### config.mk
export PLATFORM = sky130hd
export DESIGN_NAME = branch_fwd_scoreboard
export DESIGN_NICKNAME = d
export VERILOG_FILES = /design/src/rtl/branch_fwd_scoreboard_pkg.sv /design/src/rtl/fwd_src_match.sv /design/src/rtl/branch_fwd_scoreboard.sv
export SDC_FILE = /design/constraint.sdc
export NUM_CORES = 1
export LEC_CHECK = 0
export CAP_MARGIN = 20
export CORE_MARGIN = 8
export CORE_UTILIZATION = 50
export DETAILED_ROUTE_END_ITERATION = 8
export DONT_BUFFER_PORTS = 1
export PLACE_DENSITY = 0.68
export SKIP_LAST_GASP = 1
export SLEW_MARGIN = 5
export SYNTH_ARGS = -nofsm -noshare
export SYNTH_HDL_FRONTEND = slang
export SYNTH_SLANG_ARGS = --single-unit
### constraint.sdc
create_clock -name clk -period 1.7 [get_ports clk]
set_input_delay 0.34 -clock clk [delete_from_list [all_inputs] [get_ports clk]]
set_output_delay 0.34 -clock clk [all_outputs]
set_load 0.02 [all_outputs]
### src/rtl/branch_fwd_scoreboard_pkg.sv
// Shared types for the ID-stage branch forwarding scoreboard: entry struct, stage indices, readiness rule.
// Latency: n/a (types and functions only). Backpressure: n/a.
package branch_fwd_scoreboard_pkg;

  // Entries store rd at a fixed width; any REG_AW up to this value zero-extends into it.
  localparam int REG_AW_MAX = 8;

  localparam int FWD_SEL_RF = 0;

  localparam int STAGE_EX  = 1;
  localparam int STAGE_MEM = 2;
  localparam int STAGE_WB  = 3;

  typedef struct packed {
    logic                  v;
    logic [REG_AW_MAX-1:0] rd;
    logic                  ld;
  } sb_entry_t;

  function automatic logic stage_ready(input int k, input logic ld,
                                       input int alu_rdy, input int load_rdy);
    return k >= (ld ? load_rdy : alu_rdy);
  endfunction

endpackage

### src/rtl/fwd_src_match.sv
// Youngest-producer search for one branch source operand: emits a forwarding select or a stall.
// Latency: combinational. Backpressure: none; stall is an output to the pipeline control.
module fwd_src_match
  import branch_fwd_scoreboard_pkg::*;
#(
  parameter int REG_AW   = 5,
  parameter int DEPTH    = 3,
  parameter int ALU_RDY  = 2,
  parameter int LOAD_RDY = 3,
  parameter int SEL_W    = 2
) (
  input  logic              check_en,
  input  logic [REG_AW-1:0] src,
  input  sb_entry_t         sb [1:DEPTH],
  output logic [SEL_W-1:0]  sel,
  output logic              stall
);

  logic found;

  // Lowest k is the youngest producer; once found, older entries are ignored.
  always_comb begin
    sel   = SEL_W'(FWD_SEL_RF);
    stall = 1'b0;
    found = 1'b0;
    for (int k = 1; k <= DEPTH; k++) begin
      if (!found && check_en && (src != '0) && sb[k].v &&
          (sb[k].rd == REG_AW_MAX'(src))) begin
        found = 1'b1;
        if (stage_ready(k, sb[k].ld, ALU_RDY, LOAD_RDY))
          sel = SEL_W'(k);
        else
          stall = 1'b1;
      end
    end
  end

endmodule

### src/rtl/branch_fwd_scoreboard.sv
// Branch operand forwarding/stall scoreboard beside ID; optional counters under BRANCH_FWD_STATS_EN.
// Latency: outputs combinational from held entries and ID inputs; entries shift one stage per unfrozen cycle.
// Backpressure: pipe_freeze holds every entry; stall_id requests a bubble until the producer is ready.
module branch_fwd_scoreboard
  import branch_fwd_scoreboard_pkg::*;
#(
  parameter int REG_AW   = 5,
  parameter int NUM_SRC  = 2,
  parameter int DEPTH    = STAGE_WB,
  parameter int ALU_RDY  = STAGE_MEM,
  parameter int LOAD_RDY = STAGE_WB,
  parameter int SEL_W    = $clog2(DEPTH + 1)
) (
  input  logic                       clk,
  input  logic                       reset,
  input  logic                       id_valid,
  input  logic                       id_is_branch,
  input  logic [NUM_SRC*REG_AW-1:0]  id_src,
  input  logic [NUM_SRC-1:0]         id_src_used,
  input  logic [REG_AW-1:0]          id_rd,
  input  logic                       id_reg_write,
  input  logic                       id_mem_read,
  input  logic                       id_flush,
  input  logic                       pipe_freeze,
  output logic [NUM_SRC*SEL_W-1:0]   fwd_sel,
  output logic                       stall_id,
  output logic [NUM_SRC-1:0]         stall_src
`ifdef BRANCH_FWD_STATS_EN
  ,
  output logic [31:0]                stat_stall_cycles,
  output logic [31:0]                stat_fwd_events
`endif
);

  sb_entry_t sb [1:DEPTH];
  logic      check_en;

  assign check_en = id_valid & id_is_branch & ~id_flush;

  for (genvar i = 0; i < NUM_SRC; i++) begin : g_src
    fwd_src_match #(
      .REG_AW   (REG_AW),
      .DEPTH    (DEPTH),
      .ALU_RDY  (ALU_RDY),
      .LOAD_RDY (LOAD_RDY),
      .SEL_W    (SEL_W)
    ) u_match (
      .check_en (check_en & id_src_used[i]),
      .src      (id_src[i*REG_AW +: REG_AW]),
      .sb       (sb),
      .sel      (fwd_sel[i*SEL_W +: SEL_W]),
      .stall    (stall_src[i])
    );
  end

  assign stall_id = |stall_src;

  // A stalled or flushed ID instruction enters EX as a bubble.
  always_ff @(posedge clk) begin
    if (reset) begin
      for (int k = 1; k <= DEPTH; k++) sb[k] <= '0;
    end else if (!pipe_freeze) begin
      for (int k = DEPTH; k >= 2; k--) sb[k] <= sb[k-1];
      sb[1] <= '{v:  id_valid & id_reg_write & (id_rd != '0) & ~stall_id & ~id_flush,
                 rd: REG_AW_MAX'(id_rd),
                 ld: id_mem_read};
    end
  end

`ifdef BRANCH_FWD_STATS_EN
  always_ff @(posedge clk) begin
    if (reset) begin
      stat_stall_cycles <= '0;
      stat_fwd_events   <= '0;
    end else if (!pipe_freeze) begin
      if (stall_id && (stat_stall_cycles != '1))
        stat_stall_cycles <= stat_stall_cycles + 32'd1;
      if ((|fwd_sel) && !stall_id && (stat_fwd_events != '1))
        stat_fwd_events <= stat_fwd_events + 32'd1;
    end
  end
`else
  // Statistics counters are not built in this configuration.
`endif

endmodule

======== Yosys cells after proc, flatten, opt, wreduce, memory -nomap -nowiden ========
Cells that the tools add are included.
storage, ports and cells
  flip-flop bits (word level) ............. 21
  input bits .............................. 25
  output and inout port bits .............. 7
  logic and storage cells ................. 87
operators by class
  order comparisons ....................... 3
  eq/ne operators ......................... 6
  multiplexer cells ....................... 29
  bitwise operators ....................... 10
  reduce and logical (&&, ||, !) cells .... 30
operators by type and width
  operator                                                                number
  3-bit by 32-bit >= comparator with 1-bit output (first input constant)  2
  2-bit by 32-bit >= comparator with 1-bit output (first input constant)  1
  5-bit equality test                                                     6
  1-bit logical AND                                                       22
  1-bit two-way mux                                                       20
  2-bit two-way mux                                                       9
  5-bit nonzero test                                                      3
  1-bit AND                                                               8
  1-bit logical NOT                                                       4
  1-bit NOT                                                               2
  2-bit OR reduction                                                      1

======== Depth between registers and ports, before layout ========
Gate-level depths: netlist of the first run.
  depth in word-level cells ............... 23
  mapped depth ............................ 5
  depth with buffers taken out ............ 5

======== By module ========
From an unflattened synthesis of the first run, not the netlist that was laid out.
unflattened totals
  cell total of the unflattened synthesis .. 139
  area total of the unflattened synthesis .. 1,302.5 sq um
by module, submodules not included
  module                 times used  cells an instance  area an instance (sq um)  seq. area each (sq um)
  branch_fwd_scoreboard  1           77                 789.5                     420.4
  fwd_src_match          2           31                 256.5                     0.0

======== Worst setup path after synthesis of the first run ========
Ideal clock, no wire load.
  path type ............................... register to output
  start point ............................. register, netlist name sb[14]
  end point ............................... output stall_id
  data arrival time ....................... 1.491 ns
  required time ........................... 1.360 ns
  slack ................................... -0.131 ns
  cell stages (with the launch flop) ...... 6
  path buffers ............................ 0
  cells stage by stage .................... dfxtp_1 xnor2_1 nand3_1 or4_1 a21oi_2 or2_1
between the ends
  cells in the longest elaborated chain, start to end .. 10
  elaborated cells on any way between the ends .. 23
  those cells by class .................... 2 x eq/ne; 8 x mux; 13 x reduce/logical
ends and longest elaborated chain
  what                             line                         RTL
  5-bit equality test (*)          fwd_src_match.sv:28          (sb[k].rd == REG_AW_MAX'(src))) begin
  1-bit logical AND (*)            fwd_src_match.sv:27          if (!found && check_en && (src != '0) && sb[k].v &&
  1-bit two-way mux                fwd_src_match.sv:27
  1-bit logical NOT                fwd_src_match.sv:27
  1-bit logical AND (4 in series)  fwd_src_match.sv:27
  1-bit two-way mux (*)            fwd_src_match.sv:27
  via g_src[0].u_match.stall       fwd_src_match.sv:16          output logic stall
  2-bit OR reduction (*)           branch_fwd_scoreboard.sv:56  assign stall_id = |stall_src;
  end: declaration                 branch_fwd_scoreboard.sv:26  output logic stall_id,
Mark *: on every way through the listed nets, which the timed path passes. The rest lies on a longest branch.

======== Worst setup path after layout of the first run ========
  start point ............................. register, netlist name sb[14]
  end point ............................... output stall_id
between the ends
  cells in the longest elaborated chain, start to end .. 10
  elaborated cells on any way between the ends .. 23
  those cells by class .................... 2 x eq/ne; 8 x mux; 13 x reduce/logical
ends and longest elaborated chain
  what                             line
  5-bit equality test              fwd_src_match.sv:28
  1-bit logical AND                fwd_src_match.sv:27
  1-bit two-way mux                fwd_src_match.sv:27
  1-bit logical NOT                fwd_src_match.sv:27
  1-bit logical AND (4 in series)  fwd_src_match.sv:27
  1-bit two-way mux                fwd_src_match.sv:27
  2-bit OR reduction (*)           branch_fwd_scoreboard.sv:56
Every way passes the cells marked *; elsewhere a longest branch is shown, timed or not.

==> impl_metrics.json, run 1 <==
{
  "first_pass_iters": 4,
  "fin_crit_sh_pct": 125.4,
  "slew_violations": 0,
  "synth_warnings": 0,
  "crit_chain": "xnor2_2 > nand3_2 > or4_4 > a21oi_4 > or2_4",
  "syn_area_per_cell_um2": 9.007,
  "skew_ns": 0.004633,
  "drive_above_1_share_pct": 32.68,
  "instances_no_fill": 183,
  "cts-htree-levels": 1,
  "cp_data_required_time_ns": 1.36,
  "utilization_pct": 63.05,
  "globalplace.congestion": 0.8779,
  "grt.busiest_layer": "met2",
  "cts.sinks": 20,
  "grt.met3_usage_pct": 5.442,
  "cts_tree": "yes",
  "synth_top_area_cell": "dfxtp_1",
  "grt_pass1_wl_um": 5347,
  "die_h_um": 65.50,
  "netlist_instances": 136,
  "synth_top_family_by_area": "XOR/XNOR gates",
  "ctsLongestPathBuffers": 2,
  "worst_setup_path_end_kind": "output pin",
  "ys_types": 27,
  "fin_ws_ns": -0.4319,
  "crit_type": "register to output pin",
  "area_growth_pct": 22.88,
  "violations": "negative setup slack",
  "wl_per_cell_um": 18.13,
  "min_path_type": "input port to register",
  "syn_nets": 161,
  "totalPowerFinal_uw": 925.8,
  "muxShareOfSynthArea_pct": 15.53,
  "numCtsBuffers": 3,
  "post-synth-top-count-cell": "nor2_1",
  "p_leak_nw": 0.6571,
  "relSlewSlack_pct": 76.51,
  "rr_worst_depth": 6,
  "gr-usage-met2_pct": 28.04,
  "synth_top_cell_area_share_pct": 32.69,
  "start_util_pct": 51.31,
  "top_register": "sb",
  "place_area_mm2": 0.001396,
  "rsz0062_at_grt": "true",
  "grt_max_degree": 22,
  "clk_latency_ns": 0.32,
  "fin_crit_ns": 2.132,
  "core_mm2": 0.002387,
  "vias": 1054,
  "antenna_found_initial": 0,
  "synth_area_mm2": 0.001225,
  "grt_pass1_vias": 1146,
  "dieArea_mm2": 0.004290,
  "top_regs": "sb: 20 flops",
  "cp_slowest_cell": "or4_4",
  "postLayoutCellArea_mm2": 0.001505,
  "synthTopCellsByArea": "dfxtp_1, xor2_1, mux2i_1, nor2_1, xnor2_1",
  "wirelength_um": 3318,
  "io_buffers": 0,
  "grt.total_usage_pct": 16.06,
  "largest_reg_flops": 20,
  "seq_area_frac_synth_pct": 32.69,
  "place_ws_ns": -0.1152,
  "drc": 0,
  "num_antenna_cells": 0,
  "gr-usage-met1_pct": 15.85,
  "io_pins": 32,
  "p_per_area_mw_per_mm2": 615.1,
  "finalNetCount": 179,
  "dp_cells": 178,
  "slowest_delay_ns": 0.51,
  "cp_max_fo": 3,
  "synth-compound-area-share_pct": 6.231,
  "drt-initial-drc-count": 21,
  "yosys.area_share.adder_pct": 0,
  "fmax_mhz": 469.1,
  "finalHoldViolations": 0,
  "async_reset_ff_share_pct": 0,
  "crit_arrival_ns": 1.79,
  "synth_edf_count": 0,
  "status": "finished with violations",
  "dp_hpwl_um": 2517,
  "synth_commonest_cells": "nor2_1, xor2_1, dfxtp_1",
  "cp-start-kind": "register",
  "synthSimpleGateAreaFrac_pct": 20.74,
  "max_slew.worst_pin.slew_ns": 0.3511,
  "root_buffer": "clkbuf_4",
  "die_w_um": 65.50,
  "synth_ff_type": "dfxtp_1",
  "ir_worst_vdd_uv": 564.0,
  "synth_xor_area_share_pct": 21.45,
  "hold_depth": 1,
  "finalSetupViolCount": 7,
  "ys_ff_latch": 20,
  "rows": 18,
  "clk_pin_slew_ns": 0.11,
  "via_per_inst": 5.760,
  "drv_cap": 0,
  "ant_nets": 0,
  "overflow": 0
}
report_power, final:
part           internal (mW)  switching (mW)  total (mW)
clock network          0.131           0.155       0.287
logic                 0.0786          0.0583       0.137
registers              0.486          0.0161       0.502
layer usage:
layer	vias to the layer above	share of wire (%)
met1	518	37
li1	500	-
met3	11	6.9
met5	-	0
met4	0	4.3
met2	25	52
layout make-up:
| type | count | area (um2) |
|---|---|---|
| Multi-Input combinational cell | 109 | 867.1 |
| Timing Repair Buffer | 20 | 153.9 |
| Sequential cell | 20 | 410.4 |
| Fill cell | 232 | 882.1 |
| Tap cell | 30 | 37.54 |
| Clock buffer | 4 | 36.28 |
worst max-delay path: cells and delay by family, from the launching register on:
| kind | cells | cell delay (ns) |
|---|---|---|
| xor gates and xnor gates | 1 | 0.14 |
| AOI/OAI and AO/OA | 1 | 0.19 |
| and+or+nand+nor | 3 | 0.80 |
| DFF | 1 | 0.35 |
logic make-up (layout without fill, tap and decap cells):
kind of cell / count (synthesis) / after routing
flops: 20 / 20
mux: 19 / 19
simple gates: 51 / 51
xor+xnor: 30 / 30
buf+inv: 7 / 24
compound gates: 9 / 9
through the flow:
step / setup TNS [ns] / hold WS (ns)
final: -2.598 / 0.06454
after global routing: -3.292 / 0.05200
after CTS: -2.401 / 0.07588
after detailed placement: -0.6404 / 0.4103
after global placement: -0.5738 / 0.4092
after floorplan: -0.04331 / 0.4601
final timing paths:
check             slack, ns       end   start
hold reg to reg        0.51    sb[10]  sb[20]
setup / recovery      -0.43  stall_id  sb[14]
setup reg to reg       0.12    sb[29]  sb[14]
hold / removal         0.06     sb[2]   reset
cell usage in the layout, fill, tap and decap left out, types with 2 or more instances in the layout:
| cell type | n |
|---|---|
| a21o_1 | 2 |
| a21oi_2 | 3 |
| buf_4 | 19 |
| clkbuf_4 | 3 |
| dfxtp_1 | 12 |
| dfxtp_2 | 8 |
| mux2i_1 | 19 |
| nand2b_1 | 2 |
| nand3_1 | 4 |
| nand3b_1 | 3 |
| nand4_1 | 2 |
| nor2_1 | 24 |
| nor4_1 | 2 |
| nor4_2 | 2 |
| o2111ai_2 | 2 |
| or4_1 | 2 |
| xnor2_1 | 4 |
| xnor2_2 | 3 |
| xor2_1 | 23 |
timing repair:
action	CTS	global route
resized for setup	9	8
setup endpoints to repair	7	7
pin swaps	10	10
buffers inserted	1	0
hold buffers	0	0
Note: power is estimated with default switching activity, not from simulation.
==> run 2, diff against run 1 <==
SLEW_MARGIN = 10   (was 5)
==> results of run 2 <==
Final layout, timing and power as in run 1 (identical DEF).
==> run 3, diff against run 2 <==
CORE_ASPECT_RATIO = 1.4   (was default)
==> run 3 against run 2 <==
Compared with the run above:
- the flow still finishes with violations (negative setup slack)
- combinational power fell by 7%
- first-iteration DRC count grew 43%
- hold slack improved by 0.024 ns
- largest cell class unchanged
==> impl_metrics.json, run 3 (synthesized netlist as in run 1, its figures left out) <==
{
  "status": "finished with violations",
  "violations": "negative setup slack",
  "wl_per_cell_um": 17.60,
  "fin_ws_ns": -0.3588,
  "die_w_um": 57.83,
  "start_util_pct": 51.80,
  "drv_cap": 0,
  "cp_data_required_time_ns": 1.36,
  "antenna_found_initial": 0,
  "cts_hold_buffers": 0,
  "finalHoldViolations": 0,
  "cp-start-kind": "register",
  "fin_crit_sh_pct": 121.1,
  "p_comb_share_pct": 14.2,
  "rsz0062_at_grt": "true",
  "n_fill_cell": 189,
  "ir_worst_vdd_uv": 478.3,
  "wirelength_um": 3062,
  "cts-htree-levels": 1,
  "crit_chain": "xnor2_2 > nand3_2 > or4_4 > a21oi_4 > or2_4",
  "grt.total_usage_pct": 14.60,
  "slew_violations": 0,
  "rr_startpoint": "sb[14]",
  "power_frac_seq_pct": 55.4,
  "ctsLongestPathBuffers": 2,
  "area_growth_pct": 22.17,
  "first_pass_iters": 4,
  "ant_nets": 0,
  "via_per_inst": 5.885,
  "min_from": "reset",
  "globalplace.congestion": 0.8608,
  "cts.sinks": 20,
  "io_buffers": 0,
  "grt_max_degree": 22,
  "min_path_type": "input port to register",
  "fin_crit_ns": 2.059,
  "finalSetupViolCount": 7,
  "finalNetCount": 177,
  "crit_arrival_ns": 1.72,
  "postLayoutCellArea_mm2": 0.001496,
  "root_buffer": "clkbuf_4",
  "rr_endpoint": "sb[29]",
  "pwr-share-clk_pct": 30.4,
  "clk_pin_slew_ns": 0.11,
  "tns_ns": -2.136,
  "place_ws_ns": -0.1113,
  "clk_latency_ns": 0.30,
  "grt_pass1_vias": 1107,
  "vias": 1024,
  "relSlewSlack_pct": 79.63,
  "p_leak_nw": 0.6446,
  "reg2reg_slack_ns": 0.11,
  "switching_share_pct": 23.70,
  "top_regs": "sb: 20 flops",
  "die_h_um": 74.57,
  "grt_pass1_wl_um": 4954,
  "hold_depth": 1,
  "crit_type": "register to output pin",
  "min_to": "sb[25]",
  "numCtsBuffers": 3,
  "utilization_pct": 63.28,
  "cp-startpoint": "sb[14]",
  "dieArea_mm2": 0.004312,
  "layout_commonest_cell": "nor2_1",
  "layout_common_cells": "nor2_1, xor2_1, mux2i_1",
  "hold-worst-slack_ns": 0.08895,
  "cts_tree": "yes",
  "cp_max_fo": 3,
  "rr_worst_depth": 6,
  "num_antenna_cells": 0,
  "io_pins": 32,
  "top_register": "sb",
  "drt-initial-drc-count": 30,
  "p_int_uw": 690.0,
  "totalPowerFinal_uw": 904.3,
  "skew_ns": 0.002766,
  "p_per_area_mw_per_mm2": 604.3,
  "cp_slowest_cell": "or4_4",
  "largest_reg_flops": 20,
  "drive_above_1_share_pct": 34.44,
  "drc": 0,
  "core_mm2": 0.002365,
  "place_area_mm2": 0.001365,
  "fmax_mhz": 485.7,
  "dp_hpwl_um": 2396,
  "p_switching_uw": 214.3,
  "slowest_delay_ns": 0.50,
  "worst_setup_path_end_kind": "output pin",
  "dp_cells": 168,
  "max_slew.worst_pin.slew_ns": 0.3049,
  "overflow": 0,
  "rows": 21,
  "instances_no_fill": 174
}
-- run 3: cell count changes in the layout (fill, tap and decap cells not counted), sizes merged --
cell	previous run	this run
buf	20	18
-- run 3: area by class of cell --
type | instances | area (um2) | share of cell area, %
Sequential cell | 20 | 421.7 | 28.18
Tap cell | 23 | 28.78 | 1.923
Timing Repair Buffer | 18 | 138.9 | 9.281
Multi-Input combinational cell | 109 | 870.8 | 58.19
Clock buffer | 4 | 36.28 | 2.425
-- run 3: worst max-delay path by stage --
stage / cells past startpoint / end
2_1_floorplan: 4 / stall_id
3_3_place_gp: 5 / fwd_sel[2]
3_5_place_dp: 5 / fwd_sel[1]
4_1_cts: 5 / stall_id
5_1_grt: 5 / stall_id
6_report: 5 / stall_id
-- run 3: power groups by stage --
stage / Sequential, mW / Combinational (mW) / Clock (mW)
global placement: 0.514 / 0.111 / 0
floorplan: 0.512 / 0.102 / 0
CTS: 0.502 / 0.121 / 0.287
global route: 0.503 / 0.140 / 0.305
finish: 0.501 / 0.128 / 0.275
detailed placement: 0.514 / 0.114 / 0
-- run 3: critical path, delay by kind of cell, from the launching register on --
kind,cells,cell delay [ns]
xor+xnor,1,0.13
simple gates,3,0.77
flops,1,0.38
compound gates,1,0.14
-- run 3: layer usage --
layer	part of all wire, %	track usage (%)	routed length (um)
met3	11	6.228	330
met5	0	0	0
met2	50	25.87	1534
met1	38	14.66	1163
met4	1.1	6.011	33
-- run 3: what timing repair did --
item | CTS | global route
gates resized for setup | 13 | 10
buffers inserted | 2 | 0
pin swaps | 12 | 12
setup endpoints to repair | 7 | 7
